===== src/rtl/boot_loader.sv =====
// Serial program loader: receives a counted, XOR-checksummed frame of 16-bit words,
// writes them to program memory, then releases the CPU from reset or flags an error.
module boot_loader #(
  parameter int unsigned ADDR_W  = 8,
  parameter int unsigned TIMEOUT = 65535
) (
  input  logic              clk,
  input  logic              reset,
  input  logic              rx_valid,
  input  logic [7:0]        rx_data,
  output logic              mem_we,
  output logic [ADDR_W-1:0] mem_addr,
  output logic [15:0]       mem_wdata,
  output logic              cpu_reset,
  output logic              done,
  output logic              err
);

  typedef enum logic [2:0] {
    StCntHi, StCntLo, StDatHi, StDatLo, StChk, StRun, StErr
  } state_e;

  localparam logic [16:0] MaxWords = 17'(1) << ADDR_W;

  state_e            r_state, w_state;
  logic [7:0]        r_hi, w_hi;
  logic [7:0]        r_csum, w_csum;
  logic [16:0]       r_remain, w_remain;
  logic [31:0]       r_tmo, w_tmo;
  logic [ADDR_W-1:0] r_idx, w_idx;
  logic              r_we, w_we;
  logic [ADDR_W-1:0] r_addr, w_addr;
  logic [15:0]       r_wdata, w_wdata;
  logic [16:0]       w_count;
  logic              w_live;

  always_ff @(posedge clk or posedge reset) begin
    if (reset) begin
      r_state  <= StCntHi;
      r_hi     <= '0;
      r_csum   <= '0;
      r_remain <= '0;
      r_tmo    <= '0;
      r_idx    <= '0;
      r_we     <= 1'b0;
      r_addr   <= '0;
      r_wdata  <= '0;
    end else begin
      r_state  <= w_state;
      r_hi     <= w_hi;
      r_csum   <= w_csum;
      r_remain <= w_remain;
      r_tmo    <= w_tmo;
      r_idx    <= w_idx;
      r_we     <= w_we;
      r_addr   <= w_addr;
      r_wdata  <= w_wdata;
    end
  end

  always_comb begin
    w_state  = r_state;
    w_hi     = r_hi;
    w_csum   = r_csum;
    w_remain = r_remain;
    w_tmo    = r_tmo;
    w_idx    = r_idx;
    w_we     = 1'b0;
    w_addr   = r_addr;
    w_wdata  = r_wdata;
    w_count  = {1'b0, r_hi, rx_data};
    w_live   = (r_state == StCntLo) || (r_state == StDatHi) ||
               (r_state == StDatLo) || (r_state == StChk);

    if (rx_valid) begin
      w_tmo = '0;
      if (w_live || r_state == StCntHi) begin
        w_csum = r_csum ^ rx_data;
      end
      case (r_state)
        StCntHi: begin
          w_hi    = rx_data;
          w_state = StCntLo;
        end
        StCntLo: begin
          w_remain = w_count;
          if (w_count > MaxWords) begin
            w_state = StErr;
          end else if (w_count == '0) begin
            w_state = StChk;
          end else begin
            w_state = StDatHi;
          end
        end
        StDatHi: begin
          w_hi    = rx_data;
          w_state = StDatLo;
        end
        StDatLo: begin
          w_we     = 1'b1;
          w_addr   = r_idx;
          w_wdata  = {r_hi, rx_data};
          w_idx    = r_idx + ADDR_W'(1);
          w_remain = r_remain - 17'd1;
          w_state  = (r_remain == 17'd1) ? StChk : StDatHi;
        end
        StChk: begin
          w_state = (rx_data == r_csum) ? StRun : StErr;
        end
        default: begin
          // RUN and ERR are sticky; bytes are dropped
        end
      endcase
    end else if (w_live) begin
      if (r_tmo == 32'(TIMEOUT - 1)) begin
        w_state = StErr;
      end else begin
        w_tmo = r_tmo + 32'd1;
      end
    end
  end

  assign mem_we    = r_we;
  assign mem_addr  = r_addr;
  assign mem_wdata = r_wdata;
  assign done      = (r_state == StRun);
  assign err       = (r_state == StErr);
  assign cpu_reset = (r_state != StRun);

endmodule


===== config.mk =====
export PLATFORM = sky130hd
export DESIGN_NAME = boot_loader
export DESIGN_NICKNAME = d
export VERILOG_FILES = /design/src/rtl/boot_loader.sv
export SDC_FILE = /design/constraint.sdc
export NUM_CORES = 1
export LEC_CHECK = 0
export CAP_MARGIN = 15
export CORE_UTILIZATION = 65
export CTS_BUF_LIST = sky130_fd_sc_hd__clkbuf_2
export CTS_CLUSTER_SIZE = 8
export DETAILED_ROUTE_END_ITERATION = 10
export PLACE_DENSITY = 0.88
export SYNTH_ARGS = -nofsm -noshare
export SYNTH_HDL_FRONTEND = slang
export SYNTH_SLANG_ARGS = --single-unit

===== constraint.sdc =====
create_clock -name clk -period 7.91 [get_ports clk]
set_input_delay 1.582 -clock clk [delete_from_list [all_inputs] [get_ports clk]]
set_output_delay 1.582 -clock clk [all_outputs]
set_load 0.01 [all_outputs]

Yosys cells after proc, flatten, opt, wreduce, memory -nomap -nowiden
Cells that the tools add are included.
Cells by class
  $add $sub $neg: 3
  multiply operators: 0
  muxes and demuxes: 14
  shift-type cells: 0
  bitwise gates (word level): 1
  div/mod/pow operators: 0
  equality and inequality tests: 12
  $lt $le $gt $ge: 1
  reduce and logical (&&, ||, !) cells: 16
Operators by type and width (number)
  $mux 32: 3
  $pmux 17 s2: 1
  $add 32x1->32 const B: 1
  $eq 32x16->1 const B: 1
  $mux 3: 6
  $eq 17x1->1 const B: 1
  $sub 17x1->17 const B: 1
  $gt 16x9->1 const B: 1
  $logic_not 16->1: 1
  $pmux 3 s5: 1
  $reduce_and 2->1: 5
  $eq 3x3->1 const B: 3
  $add 8x1->8 const B: 1
  $eq 8x8->1: 1
  $xor 8x8->8: 1
  $eq 3x2->1 const B: 2
  $ne 6x1->1 const B: 1
  $reduce_bool 2->1: 3
  $logic_or 1x1->1: 4
  $eq 3x1->1 const B: 1
  $logic_not 3->1: 1
  $ne 3x3->1 const B: 1
  $reduce_and 3->1: 1
  $mux 1: 2
  3 further kinds: 3
Storage, ports and cells
  bits in registers: 101
  memories: 0
  ROM bits: 0
  output and inout port bits: 28
  word-level logic and storage cells: 56
  bits of input ports: 11
  RAM bits: 0
  latch bits: 0

Longest topological paths before layout
Gate-level depths: netlist of the first run.
  depth in word-level cells: 6
  depth in mapped cells: 9
  gate-level depth less buffers: 8

Worst setup path after synthesis of the first run
OpenSTA, ideal clock, no wires.
  path kind: input to register
  start point: in rx_valid
  end point: reg r_state[2]
  required time: 7.789 ns
  stages on the path: 7
  data arrival time: 2.759 ns
  slack: 5.030 ns
  path buffers: 1
  library setup time: 0.121 ns
  path through: nor3b_1 nand3_1 nor4_1 buf_2 nor2_1 o32a_1 o22a_1
On the way
  word-level cells in the longest chain between the ends: 2
  elaborated cells between the ends (all ways): 5
  classes of those cells: 1 x eq/ne; 1 x mux; 3 x reduce/logical
RTL lines
  start: declaration: RTL line 9  | input logic rx_valid,
  $ne 6x1->1 (no source line) / $reduce_bool 2->1 (equally long branches)
  $reduce_and 3->1 (no source line)
  end signal: assignment: RTL line 39  | r_state <= StCntHi;
  end signal: assignment: RTL line 49  | r_state <= w_state;
  end: declaration: RTL line 25  | state_e r_state, w_state;
Several ways; a longest one is shown, not always the timed one.
A chain may end at the register's enable or synchronous reset.

Worst setup path after layout of the first run
  start point: reg r_state[1]
  end point: out err
On the way
  word-level cells in the longest chain between the ends: 1
RTL lines
  $eq 3x3->1: RTL line 127  | assign err = (r_state == StErr);
  end: declaration: RTL line 16  | output logic err
No other way between the ends.

==> out/results.tsv, run 1 <==
stage	metric	value	unit
status	run status	completed	
placed_design	GP Congestion	0.889	
finish	# nets final	574	
die	Starting Density	68.0	%
global_routing	initial antenna violation count	0	
worst_setup_path	WP data arrival	2.79	ns
worst_setup_path	crit path max fanout	27	
power_and_ir_drop	VDD IR max	0.200	mV
worst_setup_path	CP Data Required Time	6.33	ns
placed_design	Port Buffer Count	38	
sta	Slew @ Worst Pin	0.981	ns
placed_design	placed cell area	0.00547	mm^2
sta	final setup vio count	0	
worst_setup_path	startpoint class of the critical path	register	
finish	most frequent cells in the layout	113 x nand2_1, 101 x dfrtp_1, 44 x nor2_1	
die	die area	0.00806	mm^2
flow_run	# Max-Cap Violations	0	
yosys	area leader, netlist	dfrtp_1	
hold_path	Hold Crit Class	register to register	
yosys	top cells by area in the synthesized netlist	dfrtp_1 50%, nand2_1 8.5%, xnor2_1 6.6%	
placed_design	HPWL after DPL	7.13	mm
global_routing	gr usage total	27.7	%
die	core area	0.00737	mm^2
global_routing	largest net degree at the start of global routing	80	
sta	Max Slew Vio Count	0	
yosys	post-synthesis sequential area ratio	50.4	%
worst_setup_path	crit path capture type	output port	
finish	most common cell after layout, fill and taps aside	nand2_1	
route	DR WL/cell	15.9	um
worst_setup_path	critical path class	register to output port	
route	DR vias	3989	
die	die height	89.8	um
yosys	Synth top area share	50.4	%
route	1st-iter DRT viols	290	
die	Die W	89.8	um
clock_network	clock sinks	101	
yosys	Yosys reg bits	101	
clock_network	Post-CTS Hold Fix Bufs	0	
yosys	Post-synth EDFFs	0	
sta	RSZ-0062 raised after global routing	no	
power_and_ir_drop	Static Leak	0.00234	uW
global_routing	grt ovf	0	
route	wirelength, routed	10.5	mm
clock_network	H-tree levels	3	
route	post-route ant nets	0	
route	First-pass DRT Iterations	7	
finish	layout cells sized above 1	8.72	%
yosys	Synth async-reset ratio	100	%
finish	design area	0.00556	mm^2
clock_network	clk root buf	clkbuf_2	
yosys	Synth Instances	526	
clock_network	Worst-path clk slew	0.24	ns
route	DRC	0	
clock_network	CTS tree	built	
yosys	synth warn	0	
sta	min Tclk post-route	4.37	ns
yosys	Post-Syn Nets	542	
sta	Fin. Hold Viols	0	
clock_network	total CTS buffers	9	
yosys	Yosys cell types	53	
sta	post-route clock period utilization	55.3	%
worst_setup_path	Reg2Reg Depth	8	
sta	Max Clock Skew	0.0199	ns
sta	hold slack	0.491	ns
sta	post-route setup TNS	0	ns
clock_network	post-CTS setup buffer count	0	
clock_network	cells resized by post-CTS repair	0	
finish	Area Overhead vs Synth	10.9	%
yosys	syn_area_per_cell	9.52	um^2
power_and_ir_drop	pwr dens	291	mW/mm^2
clock_network	Clk Latency, worst-skew pair	0.57	ns
finish	n_diodes	0	
sta	Slew headroom	34.6	%
hold_path	Hold Path Depth	1	
sta	Fmax achieved	229	MHz
global_routing	vias in the first global route	3810	
die	I/O Pins	39	
yosys	mapped cell area	0.00501	mm^2
route	vias per inst	6.03	
global_routing	first-pass GRT wire length	17.8	mm
yosys	Main synth FF type	dfrtp_1	
die	Rows	31	
clock_network	clk buf depth	2	
kinds of logic after synthesis:
group	share of synthesized area, %
multiplexers	2.60
flip-flops	50.4
AO/OA/AOI/OAI	8.17
buffers and inverters	2.77
adder cells (fa/ha/maj)	1.25
XOR/XNOR	9.09
AND/OR/NAND/NOR	25.7
worst paths after layout:
kind / from / end / slack, ns
worst max register to register: r_state[0] / r_idx[6] / 4.95
worst max-delay path: r_state[1] / err / 3.54
max in group asynchronous: reset / mem_wdata[9] / 5.38
worst min register to register: r_idx[7] / r_idx[7] / 0.49
min in group asynchronous: reset / mem_wdata[13] / 1.26
worst min-delay path: r_idx[7] / r_idx[7] / 0.49
Yosys cell counts, types with 3 or more instances:
library cell and count:
nor2_1 44, o21ai_0 13, o22ai_1 9, or3_1 5, nor3_1 13, mux2i_1 4
nor4b_1 4, a21oi_1 22, xnor2_1 38, clkbuf_1 17, nand3_1 25, and2_1 3
nor4_2 7, o211ai_1 3, buf_2 6, xor2_1 14, inv_1 12, nand4_1 13
dfrtp_1 101, mux2_2 8, nand2_1 113, nor4_1 11, ha_1 5
where the power goes:
part / leakage [uW] / total (uW) / switching, uW / internal, uW
sequential: 0.00131 / 838 / 181 / 657
combinational: 0.000975 / 580 / 291 / 289
clock: 0.0000594 / 201 / 161 / 39.7
layout make-up:
class	instances	area, um^2
Clock inverter	5	27.5
Inverter	12	47.5
Sequential cell	101	2530
Clock buffer	10	50.0
Timing Repair Buffer	44	425
Tap cell	99	124
Multi-Input combinational cell	390	2350
Fill cell	519	1810
metrics by stage:
stage	worst slack, ns	util (%)	std cells	power (uW)
6_report	3.54	75.4	661	1620
5_1_grt	3.44	75.4	661	1720
4_1_cts	3.58	75.3	660	1620
3_5_place_dp	3.60	74.2	645	1420
3_3_place_gp	3.68	74.2	645	1380
2_1_floorplan	3.68	-	526	1200
registers in the layout (all words and copies together), names as in the netlist:
signal and cells:
r_hi 8, r_tmo 32, r_csum 8, r_remain 17, r_idx 8, mem_we 1, mem_wdata 16, mem_addr 8
r_state 3
critical path: stages, from the launching register on:
cell             delay, ns
dfrtp_1               0.97
inv_1                 0.35
nor3_1                0.32
clkdlybuf4s50_1       0.58
routing by layer:
| metal | up-vias | part of all wire (%) | global-route usage, % |
|---|---|---|---|
| met3 | 21 | 4.9 | 4.82 |
| met2 | 145 | 50 | 45.9 |
| met4 | 0 | 2.0 | 9.70 |
| met1 | 1947 | 43 | 37.0 |
| li1 | 1876 | - | - |
| met5 | - | 0 | 0 |
Power figures use the tool's default switching activity.
==> inputs of run 2 (changes only) <==
--- a/config.mk
+++ b/config.mk
@@ -6,11 +6,11 @@
 export NUM_CORES = 1
 export LEC_CHECK = 0
 export CAP_MARGIN = 15
-export CORE_UTILIZATION = 65
+export CORE_UTILIZATION = 55
 export CTS_BUF_LIST = sky130_fd_sc_hd__clkbuf_2
 export CTS_CLUSTER_SIZE = 8
 export DETAILED_ROUTE_END_ITERATION = 10
-export PLACE_DENSITY = 0.88
+export PLACE_DENSITY = 0.79
 export SYNTH_ARGS = -nofsm -noshare
 export SYNTH_HDL_FRONTEND = slang
 export SYNTH_SLANG_ARGS = --single-unit
==> constraint.sdc (replaced) <==
create_clock -name clk -period 3.85 [get_ports clk]
set_input_delay 0.77 -clock clk [delete_from_list [all_inputs] [get_ports clk]]
set_output_delay 0.77 -clock clk [all_outputs]
set_load 0.01 [all_outputs]
==> out/results.tsv, run 2 (synthesis gave the netlist of run 1 again) <==
stage	metric	value	unit
placed_design	GP Congestion	0.837	
sta	Fin. Hold Viols	0	
route	post-route ant nets	0	
route	wirelength, routed	10.6	mm
finish	layout cells sized above 1	9.06	%
route	First-pass DRT Iterations	5	
power_and_ir_drop	Logic pwr share	34.8	%
global_routing	grt ovf	0	
worst_setup_path	startpoint class of the critical path	register	
finish	# fillers	721	
finish	# nets final	575	
global_routing	vias in the first global route	3784	
global_routing	gr usage total	23.7	%
clock_network	CTS tree	built	
sta	hold slack	0.493	ns
sta	final setup vio count	0	
route	DR WL/cell	15.8	um
finish	design area	0.00561	mm^2
sta	post-route setup TNS	0	ns
finish	Area Overhead vs Synth	12.0	%
finish	Top reg by flops	r_tmo	
sta	min Tclk post-route	3.56	ns
clock_network	clk root buf	clkbuf_2	
power_and_ir_drop	sequential power share	50.6	%
placed_design	Port Buffer Count	38	
worst_setup_path	WP data arrival	2.79	ns
sta	post-route clock period utilization	92.6	%
finish	n_diodes	0	
placed_design	Placed Cells	656	
route	DRC	0	
worst_setup_path	crit path max fanout	27	
sta	Max Slew Vio Count	0	
finish	most common cell after layout, fill and taps aside	nand2_1	
sta	Slew headroom	28.4	%
die	Rows	34	
sta	Slew @ Worst Pin	1.07	ns
clock_network	total CTS buffers	9	
clock_network	H-tree levels	3	
clock_network	clock sinks	101	
finish	most frequent cells in the layout	113 x nand2_1, 101 x dfrtp_1, 44 x nor2_1	
power_and_ir_drop	NetSw	1310	uW
flow_run	# Max-Cap Violations	0	
worst_setup_path	crit path capture type	output port	
power_and_ir_drop	clock group share of total power	14.7	%
finish	utilization after layout	64.0	%
route	vias per inst	5.78	
sta	Fmax achieved	281	MHz
clock_network	Worst-path clk slew	0.25	ns
status	run status	completed	
clock_network	post-CTS setup buffer count	0	
route	DR vias	3879	
clock_network	cells resized by post-CTS repair	0	
die	die height	97.4	um
die	Starting Density	57.2	%
placed_design	HPWL after DPL	7.37	mm
power_and_ir_drop	VDD IR max	0.385	mV
route	1st-iter DRT viols	290	
finish	Layout Cells excl Fill	671	
worst_setup_path	CP Data Required Time	3.08	ns
global_routing	first-pass GRT wire length	18.1	mm
sta	Max Clock Skew	0.0199	ns
die	die area	0.00949	mm^2
die	Die W	97.4	um
global_routing	initial antenna violation count	0	
power_and_ir_drop	Switching Share	38.6	%
finish	Largest register FFs	32	
clock_network	Post-CTS Hold Fix Bufs	0	
clock_network	clk buf depth	2	
power_and_ir_drop	P_int	2090	uW
hold_path	Hold Crit Class	register to register	
clock_network	Clk Latency, worst-skew pair	0.56	ns
die	core area	0.00876	mm^2
die	I/O Pins	39	
worst_setup_path	critical path class	register to output port	
power_and_ir_drop	pwr dens	607	mW/mm^2
sta	RSZ-0062 raised after global routing	no	
power_and_ir_drop	Static Leak	0.00235	uW
global_routing	largest net degree at the start of global routing	50	
placed_design	placed cell area	0.00550	mm^2
run 2: path summary, 6_finish.rpt:
path	from	to	slack, ns	cells past startpoint
worst max-delay path	r_state[1]	err	0.29	3
worst min-delay path	r_idx[7]	r_idx[7]	0.49	1
worst max register to register	r_state[1]	r_tmo[26]	1.00	6
worst min register to register	r_idx[7]	r_idx[7]	0.49	1
max in group asynchronous	reset	r_state[0]	2.47	3
min in group asynchronous	reset	mem_wdata[14]	0.60	2
run 2: critical path: stages (launching register included):
cell             delay, ns
dfrtp_1               0.95
inv_1                 0.36
nor3_1                0.34
clkdlybuf4s50_1       0.59
run 2: cell type report:
cell class / instances / area, um^2 / area share [%]
clock buffers: 10 / 50.0 / 0.892
clock inverters: 5 / 62.6 / 1.12
inverters: 12 / 47.5 / 0.847
multi-input cells: 390 / 2350 / 42.0
flip-flops and latches: 101 / 2530 / 45.0
well taps: 108 / 135 / 2.41
repair buffers: 45 / 433 / 7.72
run 2: layer usage:
metal | track usage [%] | routed length (um)
met4 | 9.84 | 225
met2 | 37.7 | 5050
met3 | 4.46 | 446
met5 | 0 | 0
met1 | 32.2 | 4880
run 2: power groups by stage:
stage | registers, uW | logic (uW) | clock network (uW)
finish | 1720 | 1180 | 499
floorplan | 1640 | 822 | 0
CTS | 1710 | 1190 | 509
global placement | 1710 | 1130 | 0
global route | 1770 | 1320 | 554
detailed placement | 1730 | 1180 | 0
run 2: stage by stage:
| step | power (uW) | worst slack (ns) |
|---|---|---|
| after floorplan | 2460 | 0.433 |
| after global placement | 2850 | 0.769 |
| after detailed placement | 2910 | 0.623 |
| after CTS | 3410 | 0.288 |
| after global routing | 3640 | 0.0921 |
| final | 3400 | 0.287 |
==> inputs of run 3 (changes only) <==
--- a/config.mk
+++ b/config.mk
@@ -6,6 +6,7 @@
 export NUM_CORES = 1
 export LEC_CHECK = 0
 export CAP_MARGIN = 15
+export CORE_ASPECT_RATIO = 1.5
 export CORE_UTILIZATION = 55
 export CTS_BUF_LIST = sky130_fd_sc_hd__clkbuf_2
 export CTS_CLUSTER_SIZE = 8
==> out/results.tsv, run 3 (synthesis gave the netlist of run 1 again) <==
stage	metric	value	unit
route	vias per inst	5.87	
placed_design	Post-Place Worst Slack	0.692	ns
route	DR vias	3968	
route	DRC	0	
sta	final setup vio count	0	
power_and_ir_drop	VDD IR max	0.409	mV
placed_design	placed cell area	0.00553	mm^2
finish	most common cell after layout, fill and taps aside	nand2_1	
sta	Max Clock Skew	0.0340	ns
global_routing	gr usage total	24.9	%
finish	Top reg by flops	r_tmo	
status	run status	completed	
die	Starting Density	56.7	%
worst_setup_path	crit path capture type	output port	
worst_setup_path	max incr delay on CP	0.61	ns
worst_setup_path	CP Data Required Time	3.08	ns
global_routing	grt ovf	0	
global_routing	vias in the first global route	3999	
route	First-pass DRT Iterations	4	
die	die height	119	um
die	Rows	42	
worst_setup_path	CP cell instances	inv_1 -> nor3_1 -> clkdlybuf4s50_1	
finish	register area	0.00253	mm^2
sta	Slew headroom	51.3	%
clock_network	post-CTS setup buffer count	0	
clock_network	Worst-path clk slew	0.26	ns
sta	Slew @ Worst Pin	0.724	ns
die	core area	0.00883	mm^2
sta	post-route setup TNS	0	ns
route	WL met2	5.71	mm
worst_setup_path	WP data arrival	2.18	ns
global_routing	largest net degree at the start of global routing	52	
route	post-route ant nets	0	
route	DR WL/cell	16.1	um
worst_setup_path	startpoint class of the critical path	register	
clock_network	CTS tree	built	
finish	most frequent cells in the layout	113 x nand2_1, 101 x dfrtp_1, 44 x nor2_1	
placed_design	Port Buffer Count	38	
clock_network	total CTS buffers	9	
finish	Area Overhead vs Synth	12.8	%
die	Die W	79.9	um
placed_design	Placed Cells	660	
worst_setup_path	critical path class	register to output port	
power_and_ir_drop	Static Leak	0.00238	uW
worst_setup_path	CP bufs+invs	2	
flow_run	# Max-Cap Violations	0	
sta	post-route clock period utilization	76.6	%
clock_network	clk buf depth	2	
route	met3 wire length	363	um
clock_network	clock sinks	101	
global_routing	first-pass GRT wire length	18.4	mm
finish	# fillers	739	
clock_network	cells resized by post-CTS repair	0	
global_routing	initial antenna violation count	0	
finish	design area	0.00565	mm^2
route	wirelength, routed	10.9	mm
sta	Fmax achieved	339	MHz
hold_path	Hold Crit Class	register to register	
sta	Fin. Hold Viols	0	
die	I/O Pins	39	
power_and_ir_drop	pwr dens	613	mW/mm^2
finish	layout cells sized above 1	9.36	%
finish	Layout Cells excl Fill	676	
clock_network	Post-CTS Hold Fix Bufs	0	
worst_setup_path	CP max stage cell	dfrtp_1	
placed_design	GP Congestion	0.877	
route	M1 WL	4.51	mm
finish	n_diodes	0	
worst_setup_path	crit path max fanout	11	
sta	fin worst setup slack	0.901	ns
route	highest routing layer actually used	met4	
finish	Largest register FFs	32	
finish	footprint of the multi-input gates	0.00235	mm^2
placed_design	HPWL after DPL	7.57	mm
worst_setup_path	Worst path top cell family by delay	buffers and inverters	
die	die area	0.00950	mm^2
clock_network	H-tree levels	3	
clock_network	clk root buf	clkbuf_2	
sta	Max Slew Vio Count	0	
finish	# nets final	577	
sta	min Tclk post-route	2.95	ns
route	1st-iter DRT viols	243	
sta	RSZ-0062 raised after global routing	no	
clock_network	Clk Latency, worst-skew pair	0.62	ns
[run 3: cell count changes in the layout (fill, tap and decap cells not counted), sizes merged]
cell      previous run  this run
buf                  7         9
clkinvlp             2         0
clkbuf              10         9
inv                 12        16
[run 3: layout make-up]
cell class	instances	share of cell area (%)
clock buffers	9	0.797
clock inverters	7	1.42
inverters	12	0.841
multi-input cells	390	41.7
flip-flops and latches	101	44.7
well taps	110	2.43
repair buffers	47	8.15
[run 3: worst paths after layout]
kind / slack, ns / start / cells past startpoint / to
min reg2reg: 0.51 / mem_addr[4] / 2 / mem_addr[4]
min: 0.51 / mem_addr[4] / 2 / mem_addr[4]
max in group asynchronous: 2.58 / reset / 3 / r_remain[4]
min in group asynchronous: 0.54 / reset / 2 / mem_addr[2]
max reg2reg: 1.38 / r_state[0] / 8 / r_idx[6]
max: 0.90 / r_state[2] / 3 / err
[run 3: tightest hold or removal path: cells and delay by family (launching register included)]
kind          cells  cell delay, ns
simple gates      2            0.10
flops             1            0.41
[run 3: report_power, final]
part	switching [uW]	internal, uW	total [uW]	leakage (uW)
clock	388	162	550	0.0000768
combinational	632	603	1240	0.000995
sequential	327	1350	1680	0.00131
[run 3: metal layers]
metal,track usage [%],up-vias
met1,29.2,1949
met3,4.83,30
met2,43.4,97
li1,-,1892
met5,0,-
met4,10.8,0
[run 3: per-stage QoR]
stage          total power, uW  util (%)  hold slack, ns
3_3_place_gp              2870      62.6           0.459
5_1_grt                   3700      64.0           0.533
3_5_place_dp              2920      62.6           0.461
2_1_floorplan             2460         -           0.445
6_report                  3460      64.0           0.511
4_1_cts                   3470      64.0           0.507
==> RTL edit: new RTL, flow settings as in run 1 <==
Register the inputs `rx_valid` and `rx_data` before use, without a reset. The logic sees them one clock later.
--- a/src/rtl/boot_loader.sv
+++ b/src/rtl/boot_loader.sv
@@ -21,6 +21,14 @@
   } state_e;
 
   localparam logic [16:0] MaxWords = 17'(1) << ADDR_W;
+
+  logic rx_valid_q;
+  logic [7:0] rx_data_q;
+
+  always_ff @(posedge clk) begin
+    rx_valid_q <= rx_valid;
+    rx_data_q  <= rx_data;
+  end
 
   state_e            r_state, w_state;
   logic [7:0]        r_hi, w_hi;
@@ -68,18 +76,18 @@
     w_we     = 1'b0;
     w_addr   = r_addr;
     w_wdata  = r_wdata;
-    w_count  = {1'b0, r_hi, rx_data};
+    w_count  = {1'b0, r_hi, rx_data_q};
     w_live   = (r_state == StCntLo) || (r_state == StDatHi) ||
                (r_state == StDatLo) || (r_state == StChk);
 
-    if (rx_valid) begin
+    if (rx_valid_q) begin
       w_tmo = '0;
       if (w_live || r_state == StCntHi) begin
-        w_csum = r_csum ^ rx_data;
+        w_csum = r_csum ^ rx_data_q;
       end
       case (r_state)
         StCntHi: begin
-          w_hi    = rx_data;
+          w_hi    = rx_data_q;
           w_state = StCntLo;
         end
         StCntLo: begin
@@ -93,19 +101,19 @@
           end
         end
         StDatHi: begin
-          w_hi    = rx_data;
+          w_hi    = rx_data_q;
           w_state = StDatLo;
         end
         StDatLo: begin
           w_we     = 1'b1;
           w_addr   = r_idx;
-          w_wdata  = {r_hi, rx_data};
+          w_wdata  = {r_hi, rx_data_q};
           w_idx    = r_idx + ADDR_W'(1);
           w_remain = r_remain - 17'd1;
           w_state  = (r_remain == 17'd1) ? StChk : StDatHi;
         end
         StChk: begin
-          w_state = (rx_data == r_csum) ? StRun : StErr;
+          w_state = (rx_data_q == r_csum) ? StRun : StErr;
         end
         default: begin
           // RUN and ERR are sticky; bytes are dropped
Behaviour: not the same (a bounded check fails within 4 cycles, from zero or initial values and one cycle with reset high).
==> RTL edit against run 1 <==
Clock power increased by 26%; clock skew increased by 22 ps; area after synthesis increased by 7.6%; wire length increased by 2.9%; combinational power increased by 16%; worst setup slack improved by 800 ps; total power increased by 12%; sequential cell count increased by 9; critical path depth unchanged; sequential power increased by 5.6%; design area increased by 6.2%; register-to-register slack improved by 500 ps; critical path type unchanged.
==> RTL edit: results (changes against run 1) <==
* Routed wire length at 10800 um (+2.9%)
* Post-Syn Nets at 527 (-2.8%)
* Synth warn at 0 (unchanged)
* Period utilization at 0.452 (-0.101)
* Met3 wire len at 568 um (+9.0%)
* Synth cell count leaders: dfrtp_1 (101), nand2_1 (44), mux2_2 (40)
* Prevailing post-synth register cell: dfrtp_1
* Non-filler cells, final at 643 (-2.7%)
* Top delay family on crit path: flip-flops
* Final HPWL DP at 7320 um (+2.7%)
* First-iteration detailed-routing DRC count at 367 (+27%)
* Status: complete, no violations
* CP peak stage delay at 590 ps (-380 ps)
* Setup clock skew after layout at 41.8 ps (+21.8 ps)
* Htree depth at 3 (unchanged)
* # fillers at 534 (+2.9%)
* Flop-to-flop setup slack at 5450 ps (+500 ps)
* Post-CTS sizing at 0 (unchanged)
* Clock Tree Buf Depth at 2 (unchanged)
* Routability cong. at 0.870 (-2.2%)
* Cell count after synthesis at 511 (-2.9%)
* CP arrival at 1990 ps (-800 ps)
* Nets at 552 (-3.8%)
* Max reg flops at 32 (unchanged)
* Biggest register: r_tmo
* TritonCTS Buffers at 9 (unchanged)
* Iteration count of the initial detailed-routing pass at 6 (-1)
* Die Width at 93.1 um (+3.6%)
* Postcts setup bufs at 0 (unchanged)
* Slew @ Worst Pin at 750 ps (-232 ps)
* Maximum vdd ir drop at 0.000245 V (+23%)
* Total track usage at 0.269 (-0.00808)
* M3 GR Usage at 0.0610 (+0.0128)
* Met2 GRT Util at 0.439 (-0.0196)
* Met1 WL at 4770 um (+4.5%)
* Worst Hold Class: flip-flop to flip-flop
* Worst path slowest cell: dfrtp_1
* Clk_lat worst skew at 600 ps (+30 ps)
* First-pass GRT wire length at 18400 um (+3.1%)
* Pins Over Slew Limit at 0 (unchanged)
* Post-synth cell types at 69 (+30%)
* Max FO, Critical Path at 12 (-56%)
* Leakage power at 0.00236 uW (+0.95%)
* Synth top area cells: dfrtp_1 (47%), mux2_2 (8.4%), xnor2_1 (3.7%), dfxtp_1 (3.3%), nand2_1 (3.1%)
* Clock transition at the registers of the reported paths at 300 ps (+60 ps)
* Vias in the first global route at 3863 (+1.4%)
* Routed vias/inst at 6.24 (+3.5%)
* M1 GR Usage at 0.359 (-0.0111)
* Endpoints failing hold at 0 (unchanged)
* WL met2 at 5320 um (+1.6%)
* # placed instances at 627 (-2.8%)
* Async set-reset flop share out of synthesis at 0.918 (-0.0818)
* Share of cells above drive strength 1 at 0.144 (+0.0570)
* Setup WS pre-CTS at 4720 ps (+1120 ps)
* Largest net degree at the start of global routing at 53 (-34%)
* Seq/Total Area, Yosys at 0.502 (-0.00217)
## RTL edit: cell types whose count changed after synthesis, moves of 8 or more
cell     before  now
dfxtp_1       0    9
mux2_2        8   40
nand2_1     113   44
nand3_1      25   10
nor2_1       44   33
o21ai_0      13   28
o22ai_1       9    1
o31ai_1       0    8
xnor2_1      38   23
## RTL edit: layout make-up
cell class | instances | area share
clock inverter | 6 | 0.0102
inverter | 7 | 0.00487
sequential | 110 | 0.459
timing repair buffer | 41 | 0.0682
multi-input combinational | 367 | 0.428
clock buffer | 10 | 0.00848
tap | 102 | 0.0216
## RTL edit: where the power goes
| group | switching, uW | internal (uW) | total [uW] | leakage, uW |
|---|---|---|---|---|
| clock network | 200 | 53.7 | 253 | 0.0000729 |
| logic | 324 | 347 | 670 | 0.000935 |
| registers | 160 | 724 | 885 | 0.00136 |
## RTL edit: path summary, 6_finish.rpt
check | from | end | cells after the start
worst max register to register | r_tmo[28] | r_tmo[1] | 5
max in group asynchronous | reset | r_tmo[1] | 3
worst min register to register | r_idx[7] | r_idx[7] | 1
min in group asynchronous | reset | mem_addr[4] | 2
worst max-delay path | r_state[1] | err | 3
worst min-delay path | r_idx[7] | r_idx[7] | 1
## RTL edit: metrics by stage
stage	hold slack, ps	cell area, um2
2_1_floorplan	436	5390
3_3_place_gp	455	5790
3_5_place_dp	456	5790
4_1_cts	487	5900
5_1_grt	538	5900
6_report	481	5900
## RTL edit: logic make-up after synthesis
group | Yosys count | synth area share
adders and majority gates | 5 | 0.0116
xor gates and xnor gates | 32 | 0.0520
buffers and inverters | 34 | 0.0290
DFF | 110 | 0.502
and+or+nand+nor | 192 | 0.205
AOI/OAI and AO/OA | 96 | 0.113
muxes | 42 | 0.0875
